### config.mk
export PLATFORM = sky130hd
export DESIGN_NAME = striping_sched
export DESIGN_NICKNAME = d
export VERILOG_FILES = /design/src/rtl/phy_tx_pkg.sv /design/src/rtl/wrap_counter.sv /design/src/rtl/striping_sched.sv
export SDC_FILE = /design/constraint.sdc
export NUM_CORES = 1
export LEC_CHECK = 0
export ABC_AREA = 1
export BUFFER_PORTS_ARGS = -buffer_cell sky130_fd_sc_hd__buf_2
export CORE_MARGIN = 2
export CORE_UTILIZATION = 50
export DETAILED_ROUTE_END_ITERATION = 16
export PLACE_DENSITY = 0.78
export SLEW_MARGIN = 5
export SYNTH_ARGS = -nofsm -noshare
export SYNTH_HDL_FRONTEND = slang
export SYNTH_SLANG_ARGS = --single-unit
export TNS_END_PERCENT = 50
### constraint.sdc
create_clock -name clk_2f -period 3.15 [get_ports clk_2f]
set_input_delay 0.7875 -clock clk_2f [delete_from_list [all_inputs] [get_ports clk_2f]]
set_output_delay 0.7875 -clock clk_2f [all_outputs]
set_load 0.03 [all_outputs]
### src/rtl/phy_tx_pkg.sv
// Shared TX PHY definitions: scheduler state encoding and lane indices.
package phy_tx_pkg;

    typedef enum logic [1:0] {
        IDLE  = 2'd0,
        RUN   = 2'd1,
        STALL = 2'd2
    } state_e;

    localparam logic LANE0 = 1'b0;
    localparam logic LANE1 = 1'b1;

endpackage

### src/rtl/wrap_counter.sv
// Free-running wrap-around counter with increment enable.
module wrap_counter #(
    parameter int W = 16
) (
    input  logic         clk_i,
    input  logic         rst_ni,
    input  logic         inc_i,
    output logic [W-1:0] cnt_o
);

    logic [W-1:0] cnt_q;
    logic [W-1:0] cnt_d;

    always_comb begin
        cnt_d = cnt_q;
        if (inc_i) begin
            cnt_d = cnt_q + W'(1);
        end
    end

    always_ff @(posedge clk_i) begin
        if (!rst_ni) begin
            cnt_q <= '0;
        end else begin
            cnt_q <= cnt_d;
        end
    end

    assign cnt_o = cnt_q;

endmodule

### src/rtl/striping_sched.sv
// Lane scheduler ahead of the TX byte striper: round-robin lane
// assignment, pair-preserving stop/mode changes, stall timeout.
module striping_sched
    import phy_tx_pkg::*;
#(
    parameter int STALL_MAX = 15,
    parameter int CNT_W     = 16
) (
    input  logic             clk_2f,
    input  logic             reset_L,
    input  logic             enable,
    input  logic             lane_mode,
    input  logic             valid_in,
    input  logic [31:0]      data_in,
    output logic             ready_out,
    input  logic [1:0]       lane_full,
    output logic [31:0]      data_out,
    output logic             valid_out,
    output logic             selector,
    output logic [CNT_W-1:0] word_cnt0,
    output logic [CNT_W-1:0] word_cnt1,
    output logic             stall_err
);

    localparam int SW = $clog2(STALL_MAX + 1);
    localparam logic [SW-1:0] SMAX = SW'(STALL_MAX);

    state_e        state_q, state_d;
    logic          ptr_q, ptr_d;
    logic          mode_q, mode_d;
    logic [SW-1:0] stall_cnt_q, stall_cnt_d, stall_inc;
    logic          err_q, err_d;
    logic [31:0]   data_q, data_d;
    logic          valid_q, valid_d;
    logic          sel_q, sel_d;
    logic          accept;

    assign ready_out = (state_q == RUN) & ~lane_full[ptr_q];
    assign accept    = valid_in & ready_out;

    always_comb begin
        ptr_d = ptr_q;
        if (accept) begin
            ptr_d = mode_q ? ~ptr_q : LANE0;
        end
        // Mode only changes between pairs, never after a lane-0 word.
        mode_d = (ptr_d == LANE0) ? lane_mode : mode_q;
    end

    always_comb begin
        state_d = state_q;
        unique case (state_q)
            IDLE: begin
                if (enable) begin
                    state_d = RUN;
                end
            end
            RUN: begin
                if (lane_full[ptr_q]) begin
                    state_d = STALL;
                end else if (!enable && ptr_d == LANE0) begin
                    state_d = IDLE;
                end
            end
            STALL: begin
                if (!lane_full[ptr_q]) begin
                    state_d = RUN;
                end
            end
            default: state_d = IDLE;
        endcase
    end

    always_comb begin
        stall_inc   = (stall_cnt_q == SMAX) ? stall_cnt_q
                                            : stall_cnt_q + SW'(1);
        stall_cnt_d = stall_cnt_q;
        err_d       = err_q;
        if (state_q == STALL) begin
            stall_cnt_d = stall_inc;
            err_d       = err_q | (stall_inc == SMAX);
        end
        if (state_d == RUN) begin
            stall_cnt_d = '0;
        end
    end

    always_comb begin
        data_d  = data_q;
        sel_d   = sel_q;
        valid_d = accept;
        if (accept) begin
            data_d = data_in;
            sel_d  = ptr_q;
        end
    end

    always_ff @(posedge clk_2f) begin
        if (!reset_L) begin
            state_q     <= IDLE;
            ptr_q       <= LANE0;
            mode_q      <= 1'b0;
            stall_cnt_q <= '0;
            err_q       <= 1'b0;
            data_q      <= '0;
            valid_q     <= 1'b0;
            sel_q       <= LANE0;
        end else begin
            state_q     <= state_d;
            ptr_q       <= ptr_d;
            mode_q      <= mode_d;
            stall_cnt_q <= stall_cnt_d;
            err_q       <= err_d;
            data_q      <= data_d;
            valid_q     <= valid_d;
            sel_q       <= sel_d;
        end
    end

    wrap_counter #(.W(CNT_W)) u_cnt0 (
        .clk_i  (clk_2f),
        .rst_ni (reset_L),
        .inc_i  (accept & (ptr_q == LANE0)),
        .cnt_o  (word_cnt0)
    );

    wrap_counter #(.W(CNT_W)) u_cnt1 (
        .clk_i  (clk_2f),
        .rst_ni (reset_L),
        .inc_i  (accept & (ptr_q == LANE1)),
        .cnt_o  (word_cnt1)
    );

    assign data_out  = data_q;
    assign valid_out = valid_q;
    assign selector  = sel_q;
    assign stall_err = err_q;

endmodule
## Word-level counts from Yosys, hierarchy flattened

Index checks and enable logic that the tools add are counted.

- Output and inout bits: 68
- Word-level logic and storage cells: 42
- RAM bits: 0
- Bits in read-only memories: 0
- Bits in latches: 0
- Bits in registers: 75
- Memories kept: 0

- Multipliers: 0
- Shift-type cells: 0
- Mux-type cells: 10
- Add/subtract/negate cells: 3
- $lt $le $gt $ge: 1
- Bitwise operators: 9
- Divide/modulo/power cells: 0
- Eq/ne operators: 5
- Reductions and logical operators: 4

Operators with widths:

| operator | number |
|---|---|
| 16-bit by 1-bit adder with 16-bit output (second input constant) | 2 |
| 4-bit == test (second input constant) | 2 |
| 2-bit two-way mux | 4 |
| 2-bit one-hot mux with 3 select lines | 1 |
| 4-bit by 1-bit adder with 4-bit output (second input constant) | 1 |
| 1-bit AND | 4 |
| 2-bit by 1-bit == test with 1-bit output (second input constant) | 2 |
| 1-bit two-way mux | 4 |
| 4-bit two-way mux | 1 |
| 1-bit inverter | 4 |
| 2-bit == test (second input constant) | 1 |
| 2-bit zero test | 1 |
| 1-bit by 2-bit less-than comparator with 1-bit output (second input constant) | 1 |
| 2-bit OR reduction | 1 |
| 1-bit logical AND | 1 |
| 1-bit zero test | 1 |
| 1-bit OR | 1 |

## Logic depth before layout (Yosys ltp)

Gate-level depths: netlist of the first run.

- Depth after elaboration: 13
- Depth in mapped cells: 9
- Gate-level depth less buffers: 9

## Hierarchy

A second synthesis of the first run with hierarchy kept.

- Cells, all modules: 470
- Area total of the unflattened synthesis: 3,345.7 um^2

By module, submodules not included:

| module | times used | area each (um^2) | cells an instance |
|---|---|---|---|
| wrap_counter | 2 | 845.8 | 126 |
| striping_sched | 1 | 1,654.1 | 218 |

## Worst setup path before layout of the first run

Ideal clock, no wire load.

- Path type: input to output
- From: in lane_full[1]
- To: out ready_out
- Data arrival time: 1.253 ns
- Path slack: 1.110 ns
- Stages: 5
- Cells stage by stage: inv_1 nand2_1 nand2_2 nand2_1 inv_1

- Cells in the longest elaborated chain, start to end: 4

RTL lines:

| element | line | RTL |
|---|---|---|
| from (decl) | striping_sched.sv:16 | `input logic [1:0] lane_full,` |
| 1-bit two-way mux (implied by the code) (2 in series) | striping_sched.sv:38 | `assign ready_out = (state_q == RUN) & ~lane_full[ptr_q];` |
| 1-bit inverter | striping_sched.sv:38 |  |
| 1-bit AND | striping_sched.sv:38 |  |
| to (decl) | striping_sched.sv:15 | `output logic ready_out,` |

Every way passes these cells. The select of a mux whose other input is x is not followed.

## Final worst setup path of the first run

Same ends and word-level chain as after synthesis.

==> results of run 1 <==
==> critical path, stage by stage <==
cell	delay (ns)
buf_2	0.09
inv_1	0.05
nand2_1	0.05
nand2_2	0.13
nand2_1	0.06
inv_1	0.07
buf_2	0.19
==> state kept, by name, summed over array words and instances (netlist names) <==
signal        cells
stall_cnt_q       4
u_cnt1.cnt_o     16
ptr_q             1
u_cnt0.cnt_o     16
selector          1
mode_q            1
state_q           2
valid_out         1
stall_err         1
data_out         32
==> per-stage QoR <==
stage          instances  hold slack, ns  total power [mW]  cell area, sq um  worst slack [ns]
3_3_place_gp         665           0.436              1.12              3960             0.910
4_1_cts              681           0.466              1.95              4180             0.928
2_1_floorplan        494           0.501              1.07              3410              1.11
6_report             681           0.460              1.93              4180             0.922
3_5_place_dp         665           0.452              1.12              3960             0.861
5_1_grt              681           0.486              2.01              4180             0.856
==> synth_stat cells <==
| cell | instances | share of area (%) |
|---|---|---|
| nor3_1 | 1 | 0.15 |
| nand4_1 | 5 | 0.92 |
| buf_4 | 3 | 0.66 |
| xor2_1 | 2 | 0.51 |
| and2_1 | 1 | 0.18 |
| buf_6 | 4 | 1.3 |
| o21ai_0 | 17 | 2.5 |
| clkbuf_1 | 7 | 0.77 |
| nor2_2 | 1 | 0.18 |
| dfxtp_1 | 75 | 44 |
| nand3_4 | 1 | 0.51 |
| nand2_2 | 1 | 0.18 |
| o21ai_1 | 3 | 0.44 |
| nor2_4 | 1 | 0.33 |
| buf_2 | 3 | 0.44 |
| inv_1 | 29 | 3.2 |
| inv_2 | 4 | 0.44 |
| ha_1 | 3 | 1.1 |
| nor2_1 | 64 | 7.1 |
| nand2_1 | 163 | 18 |
| or2_2 | 1 | 0.18 |
| nor2_8 | 1 | 0.59 |
| nor3_2 | 1 | 0.29 |
| nand3_1 | 25 | 3.7 |
| a21oi_1 | 70 | 10 |
| xnor2_1 | 8 | 2.1 |
==> metal layers <==
layer  wire length (um)  global-route usage [%]  up-vias
met5                  0                       0        -
met4                 99                    7.81        0
met3                560                    7.81        9
met2               3800                    36.5       96
met1               3630                    26.9     1523
li1                   -                       -     1788
==> cell type report <==
type | count | area share, %
clock buffers | 9 | 2.96
repair buffers | 108 | 13.3
multi-input cells | 369 | 40.0
inverters | 33 | 2.96
well taps | 80 | 2.39
flip-flops and latches | 75 | 35.9
clock inverters | 7 | 2.39
==> cell families (layout without fill, tap and decap cells) <==
| family | after synthesis | after routing | share of synthesized area, % |
|---|---|---|---|
| DFF | 75 | 75 | 44.1 |
| buffers and inverters | 50 | 157 | 6.83 |
| and+or+nand+nor | 266 | 266 | 32.2 |
| AOI/OAI and AO/OA | 90 | 90 | 13.2 |
| adders and majority gates | 3 | 3 | 1.10 |
| xor gates and xnor gates | 10 | 10 | 2.57 |
==> path summary, 6_finish.rpt <==
check / endpoint / slack (ns) / cells past startpoint / startpoint
max: ready_out / 0.92 / 7 / lane_full[1]
min: stall_err / 0.46 / 2 / stall_err
max reg2reg: selector / 1.18 / 8 / ptr_q
min reg2reg: stall_err / 0.46 / 2 / stall_err
==> power by group through the flow <==
stage / registers [mW] / clock network (mW) / logic, mW
after floorplan: 1.01 / 0 / 0.0584
after global placement: 0.992 / 0 / 0.126
after detailed placement: 0.993 / 0 / 0.129
after CTS: 0.971 / 0.853 / 0.129
after global routing: 0.973 / 0.895 / 0.142
final: 0.971 / 0.834 / 0.128
==> results.json, run 1 <==
{
  "status": "complete, no violations",
  "irDropWorstVdd_mv": 0.274,
  "final_common_cell": "nand2_1",
  "drtPass1Iterations": 4,
  "finalHoldViolations": 0,
  "fin_setup_tns_ns": 0,
  "grtUsageTotal_pct": 22.2,
  "dp_hpwl_mm": 5.81,
  "maxCapViolCount": 0,
  "port_buffers": 106,
  "final_cell_mix": "nand2_1 (163), buf_2 (106), dfxtp_1 (75)",
  "place_congestion": 0.859,
  "post-route-period-util_pct": 70.7,
  "die_h_um": 86.5,
  "num_vias": 3416,
  "grt_max_degree": 43,
  "start_util_pct": 51.0,
  "max-slew-margin-rel_pct": 61.0,
  "cts_hold_buf": 0,
  "synthCells": 494,
  "power_leakage_nw": 1.79,
  "internal_power_mw": 1.46,
  "cellPowerDensity_mw_per_mm2": 462,
  "p_comb_share_pct": 6.6,
  "n_antenna_cell": 0,
  "yosysWarnings": 0,
  "max-clock-path-buffers": 2,
  "finalSetupViolCount": 0,
  "rsz0062_at_grt": "no",
  "htree_levels": 3,
  "fin_util_pct": 62.6,
  "period_needed_ns": 2.23,
  "final_nets": 638,
  "first_global_vias": 3204,
  "ys_ff_latch": 75,
  "worstPathArrival_ns": 1.44,
  "p_sw_mw": 0.477,
  "drive_gt1_share_pct": 22.5,
  "p_seq_share_pct": 50.2,
  "cts_tree": "done",
  "core_sq_mm": 0.00668,
  "die_w_um": 86.5,
  "cts_sinks": 75,
  "area_growth_pct": 22.7,
  "worstHoldPathType": "reg2reg",
  "required_ns": 2.36,
  "cts.repair.resized": 0,
  "synth_cell_types": 26,
  "worstMarginPinSlew_ns": 0.585,
  "io_pins": 107,
  "cts_inserted_buffers": 9,
  "drc": 0,
  "antenna_left": 0,
  "max_freq_ghz": 0.449,
  "slew_violations": 0,
  "grt_overflow": 0,
  "rows": 30,
  "drtIter0Drc": 125,
  "p_clk_share_pct": 43.1,
  "dieArea_sq_mm": 0.00749,
  "vias_per_cell": 5.02,
  "multi_input_area_sq_mm": 0.00167,
  "p_sw_share_pct": 24.7,
  "syn_area_sq_mm": 0.00341,
  "grt_antenna_before_repair": 0,
  "cts-root-buf": "clkbuf_8",
  "crit_fanout": 5,
  "routedWlPerCell_um": 11.9,
  "syn_area_per_cell_sq_um": 6.90,
  "worstSetupEndpointType": "primary output",
  "clock_latency_ns": 0.35,
  "grt_pass1_wl_mm": 13.6,
  "clk_pin_slew_ns": 0.08,
  "critPathKind": "in2out",
  "regArea_sq_mm": 0.00150,
  "syn_nets": 536,
  "n_fill_cell": 629,
  "finClkSkew_ns": 0.0112,
  "totalWireLength_mm": 8.09,
  "crit_path_start_kind": "input pin",
  "synth-seq-area-share_pct": 44.1,
  "cts_setup_buffers": 0
}
Note: power is estimated with default switching activity, not from simulation.
==> run 2: changes to the inputs <==
- clock period: 3.15 -> 2.3 ns (I/O delays scaled with it)
==> run 2 against run 1 <==
  * Register-to-register slack worse by 0.64 ns
  * Total power is 36% higher
  * Sequential power increased by 37%
  * Clock skew down 0.0011 ns
  * Non-clock buffer count increased by 2
  * Clock-buffer cell count is the same
  * First-iteration DRC count is 49% higher
==> results.json, run 2 (synthesis results as in run 1) <==
{
  "r2r.worst_path.cells": 8,
  "die_h_um": 86.5,
  "antenna_left": 0,
  "totalWireLength_mm": 8.21,
  "max_freq_ghz": 0.510,
  "drtIter0Drc": 186,
  "slew_violations": 0,
  "hold-path-cell-count": 2,
  "final_common_cell": "nand2_1",
  "holdWs_ns": 0.463,
  "top_layer": "met4",
  "drive_gt1_share_pct": 22.7,
  "grt_overflow": 0,
  "p_clk_share_pct": 42.8,
  "fin_setup_tns_ns": 0,
  "cts.repair.resized": 0,
  "dr_wl_met3_um": 663,
  "post-route-period-util_pct": 85.3,
  "cts_sinks": 75,
  "finalHoldViolations": 0,
  "final_cell_mix": "nand2_1 (163), buf_2 (106), dfxtp_1 (75)",
  "start_util_pct": 51.0,
  "critPathKind": "reg2out",
  "htree_levels": 3,
  "clock_latency_ns": 0.34,
  "p_sw_share_pct": 24.2,
  "area_growth_pct": 23.2,
  "crit_fanout": 5,
  "routedWlPerCell_um": 12.0,
  "cts_tree": "done",
  "finClkSkew_ns": 0.0101,
  "largest_register_ff_count": 32,
  "first_global_vias": 3216,
  "period_needed_ns": 1.96,
  "worstSetupEndpointType": "primary output",
  "io_pins": 107,
  "status": "complete, no violations",
  "p_seq_share_pct": 50.5,
  "n_antenna_cell": 0,
  "vias_per_cell": 5.12,
  "grt_antenna_before_repair": 0,
  "worstHoldPathType": "reg2reg",
  "routed-wl-met2_mm": 3.99,
  "required_ns": 1.73,
  "max-clock-path-buffers": 2,
  "internal_power_mw": 2.00,
  "worstPathArrival_ns": 1.39,
  "port_buffers": 106,
  "grtUsageTotal_pct": 22.3,
  "grt_pass1_wl_mm": 13.7,
  "die_w_um": 86.5,
  "finalSetupViolCount": 0,
  "cts_hold_buf": 0,
  "cts-root-buf": "clkbuf_8",
  "dp_hpwl_mm": 5.95,
  "p_sw_mw": 0.638,
  "clk_pin_slew_ns": 0.08,
  "cts_setup_buffers": 0,
  "crit_path_start_kind": "flip-flop",
  "irDropWorstVdd_mv": 0.377,
  "rows": 30,
  "dieArea_sq_mm": 0.00749,
  "cts_inserted_buffers": 9,
  "cellPowerDensity_mw_per_mm2": 628,
  "rsz0062_at_grt": "no",
  "max-slew-margin-rel_pct": 65.9,
  "num_vias": 3496,
  "drc": 0,
  "core_sq_mm": 0.00668,
  "drtPass1Iterations": 5,
  "n_fill_cell": 625,
  "place_congestion": 0.858,
  "p_comb_share_pct": 6.7,
  "grt_max_degree": 49,
  "power_leakage_nw": 1.80,
  "worstMarginPinSlew_ns": 0.511,
  "wl_met1_mm": 3.50,
  "final_nets": 640,
  "maxCapViolCount": 0
}
==> run 2: cell types whose count changed in the layout (fill, tap and decap cells not counted), sizes merged <==
| cell | change |
|---|---|
| inv | -1 |
| clkinv | +2 |
| buf | +2 |
| clkinvlp | -1 |
==> run 2: critical path, cell delays in order, from the launching register on <==
cell and delay [ns]:
dfxtp_1 0.46, inv_2 0.11, nand2_1 0.08, nand2_2 0.10
nand2_1 0.08, inv_1 0.05, buf_2 0.17
==> run 2: power by group through the flow <==
stage / combinational (mW) / sequential [mW] / clock [mW]
after global routing: 0.196 / 1.33 / 1.21
after CTS: 0.178 / 1.33 / 1.15
after detailed placement: 0.178 / 1.36 / 0
after floorplan: 0.0800 / 1.39 / 0
final: 0.177 / 1.33 / 1.13
after global placement: 0.175 / 1.36 / 0
==> run 2: worst paths after layout <==
path | slack, ns | to | start
setup / recovery | 0.34 | ready_out | ptr_q
hold reg to reg | 0.46 | data_out[18] | data_out[18]
setup reg to reg | 0.54 | u_cnt0.cnt_o[8] | ptr_q
hold / removal | 0.46 | data_out[18] | data_out[18]
==> run 2: cell type report <==
| cell class | count | area [sq um] | share of cell area [%] |
|---|---|---|---|
| multi-input cells | 369 | 1670 | 39.9 |
| flip-flops and latches | 75 | 1500 | 35.8 |
| repair buffers | 110 | 573 | 13.7 |
| clock buffers | 9 | 124 | 2.95 |
| inverters | 33 | 124 | 2.95 |
| clock inverters | 7 | 101 | 2.42 |
| well taps | 80 | 100 | 2.39 |
==> run 2: through the flow <==
| step | utilization (%) | instance area, sq um | setup WS (ns) | total power [mW] | instances |
|---|---|---|---|---|---|
| after global routing | 62.8 | 4200 | 0.229 | 2.74 | 683 |
| after global placement | 59.4 | 3970 | 0.411 | 1.53 | 667 |
| after floorplan | - | 3410 | 0.685 | 1.47 | 494 |
| after CTS | 62.8 | 4200 | 0.309 | 2.66 | 683 |
| final | 62.8 | 4200 | 0.338 | 2.63 | 683 |
| after detailed placement | 59.4 | 3970 | 0.345 | 1.54 | 667 |
==> run 2: routing by layer <==
| layer | vias up | GRT usage (%) |
|---|---|---|
| met5 | - | 0 |
| met4 | 0 | 6.96 |
| met3 | 6 | 7.52 |
| met2 | 114 | 38.4 |
| met1 | 1584 | 26.0 |
| li1 | 1792 | - |
==> run 3: changes to the inputs <==
- CORE_UTILIZATION: 50 -> 25
- PLACE_DENSITY: 0.78 -> default
- SLEW_MARGIN: 5 -> 20
==> run 3 against run 2 <==
  * Non-clock buffer count grew 4
  * Register-to-register slack lost 0.02 ns
  * Clock power rose by 17%
  * Clock skew shrank 0.0039 ns
  * Sequential share of layout area decreased by 1.7 points
  * Total power up 7.6%
  * Global-route usage shrank 9.7 points
  * Final area grew 5.1%
  * Clock-buffer cell count up 5
  * Sequential cell count unchanged
  * Die area grew 95%
  * Worst hold slack worse by 0.017 ns
  * Largest power group unchanged
  * Highest routed layer unchanged
==> results.json, run 3 (synthesis results as in run 1) <==
{
  "totalWireLength_mm": 8.88,
  "antenna_left": 0,
  "regArea_sq_mm": 0.00150,
  "cts_inserted_buffers": 9,
  "finClkSkew_ns": 0.00618,
  "fin_util_pct": 33.2,
  "period_needed_ns": 2.02,
  "start_util_pct": 25.6,
  "finalSetupViolCount": 0,
  "drtIter0Drc": 221,
  "irDropWorstVdd_mv": 0.470,
  "grt_antenna_before_repair": 1,
  "worstHoldPathType": "reg2reg",
  "cts.repair.resized": 0,
  "cts_hold_buf": 0,
  "required_ns": 1.73,
  "dp_hpwl_mm": 6.31,
  "grt_pass1_wl_mm": 14.6,
  "cts_tree": "done",
  "final_common_cell": "nand2_1",
  "status": "complete, no violations",
  "cellPowerDensity_mw_per_mm2": 643,
  "worstMarginPinSlew_ns": 0.420,
  "final_cell_mix": "nand2_1 (163), buf_2 (106), dfxtp_1 (75)",
  "cts_setup_buffers": 0,
  "drive_gt1_share_pct": 22.9,
  "cts-root-buf": "clkbuf_16",
  "crit_fanout": 5,
  "holdWs_ns": 0.446,
  "port_buffers": 106,
  "max-slew-margin-rel_pct": 71.9,
  "final_nets": 644,
  "drc": 0,
  "num_vias": 3343,
  "crit_path_start_kind": "flip-flop",
  "slew_violations": 0,
  "n_fill_cell": 1414,
  "multi_input_area_sq_mm": 0.00167,
  "clock_latency_ns": 0.34,
  "routedWlPerCell_um": 11.3,
  "cts_sinks": 75,
  "drtPass1Iterations": 4,
  "finalHoldViolations": 0,
  "grtUsageTotal_pct": 12.6,
  "htree_levels": 3,
  "dieArea_sq_mm": 0.0146,
  "first_global_vias": 3007,
  "power_leakage_nw": 1.86,
  "grt_max_degree": 48,
  "rsz0062_at_grt": "no",
  "max_freq_ghz": 0.495,
  "worstSetupEndpointType": "primary output",
  "die_h_um": 121,
  "io_pins": 107,
  "cp_slowest_cell": "dfxtp_1",
  "max-clock-path-buffers": 2,
  "p_total_mw": 2.84,
  "worstPathArrival_ns": 1.44,
  "area_growth_pct": 29.5,
  "max_stage_delay_ns": 0.49,
  "grt_overflow": 0,
  "core_sq_mm": 0.0133,
  "cp_common_cell": "nand2_1",
  "rows": 42,
  "fin_setup_tns_ns": 0,
  "critPathKind": "reg2out",
  "die_w_um": 121,
  "post-route-period-util_pct": 87.8,
  "place_congestion": 0.797,
  "crit_chain": "inv_2 > nand2_1 > nand2_2 > nand2_1 > inv_1 > buf_2",
  "maxCapViolCount": 0,
  "clk_pin_slew_ns": 0.06,
  "vias_per_cell": 4.26,
  "largest_register_ff_count": 32
}
-- run 3: cell count changes in the layout (fill, tap and decap cells not counted), sizes merged --
| cell | delta |
|---|---|
| buf | +4 |
| bufinv | -2 |
| clkbuf | +5 |
| clkinvlp | -2 |
| diode | +1 |
| inv | -1 |
-- run 3: report_power, final --
part | switching (mW) | internal [mW]
Clock | 0.531 | 0.787
Sequential | 0.0129 | 1.32
Combinational | 0.120 | 0.0658
-- run 3: worst max-delay path, delay by kind of cell (launching register included) --
family,cells,cell delay [ns]
DFF,1,0.49
and+or+nand+nor,3,0.27
buffers and inverters,3,0.36
-- run 3: layer usage --
metal  up-vias  GRT usage, %  wire length, um
met5         -             0                0
met4         0          4.58              126
met3         9          5.24              762
met2       104          18.7             3760
met1      1432          16.3             4240
li1       1798             -                -
-- run 3: metrics by stage --
| step | std cells | cell area, sq um | worst slack (ns) |
|---|---|---|---|
| 5_1_grt | 783 | 4410 | 0.135 |
| 3_3_place_gp | 767 | 4130 | 0.340 |
| 2_1_floorplan | 494 | 3410 | 0.685 |
| 3_5_place_dp | 767 | 4130 | 0.308 |
| 6_report | 784 | 4410 | 0.282 |
| 4_1_cts | 783 | 4410 | 0.222 |
-- run 3: layout make-up --
| class | count | share of cell area [%] |
|---|---|---|
| antenna | 1 | 0.0567 |
| clock buffer | 14 | 5.99 |
| clock inverter | 2 | 0.227 |
| inverter | 33 | 2.81 |
| multi-input combinational | 369 | 37.9 |
| sequential | 75 | 34.0 |
| tap | 176 | 4.99 |
| timing repair buffer | 114 | 14.0 |
-- run 3: path summary, 6_finish.rpt --
| kind | from | to | cells past startpoint | slack, ns |
|---|---|---|---|---|
| worst max-delay path | ptr_q | ready_out | 6 | 0.28 |
| worst min-delay path | stall_err | stall_err | 2 | 0.45 |
| worst max register to register | ptr_q | data_out[30] | 9 | 0.52 |
| worst min register to register | stall_err | stall_err | 2 | 0.45 |
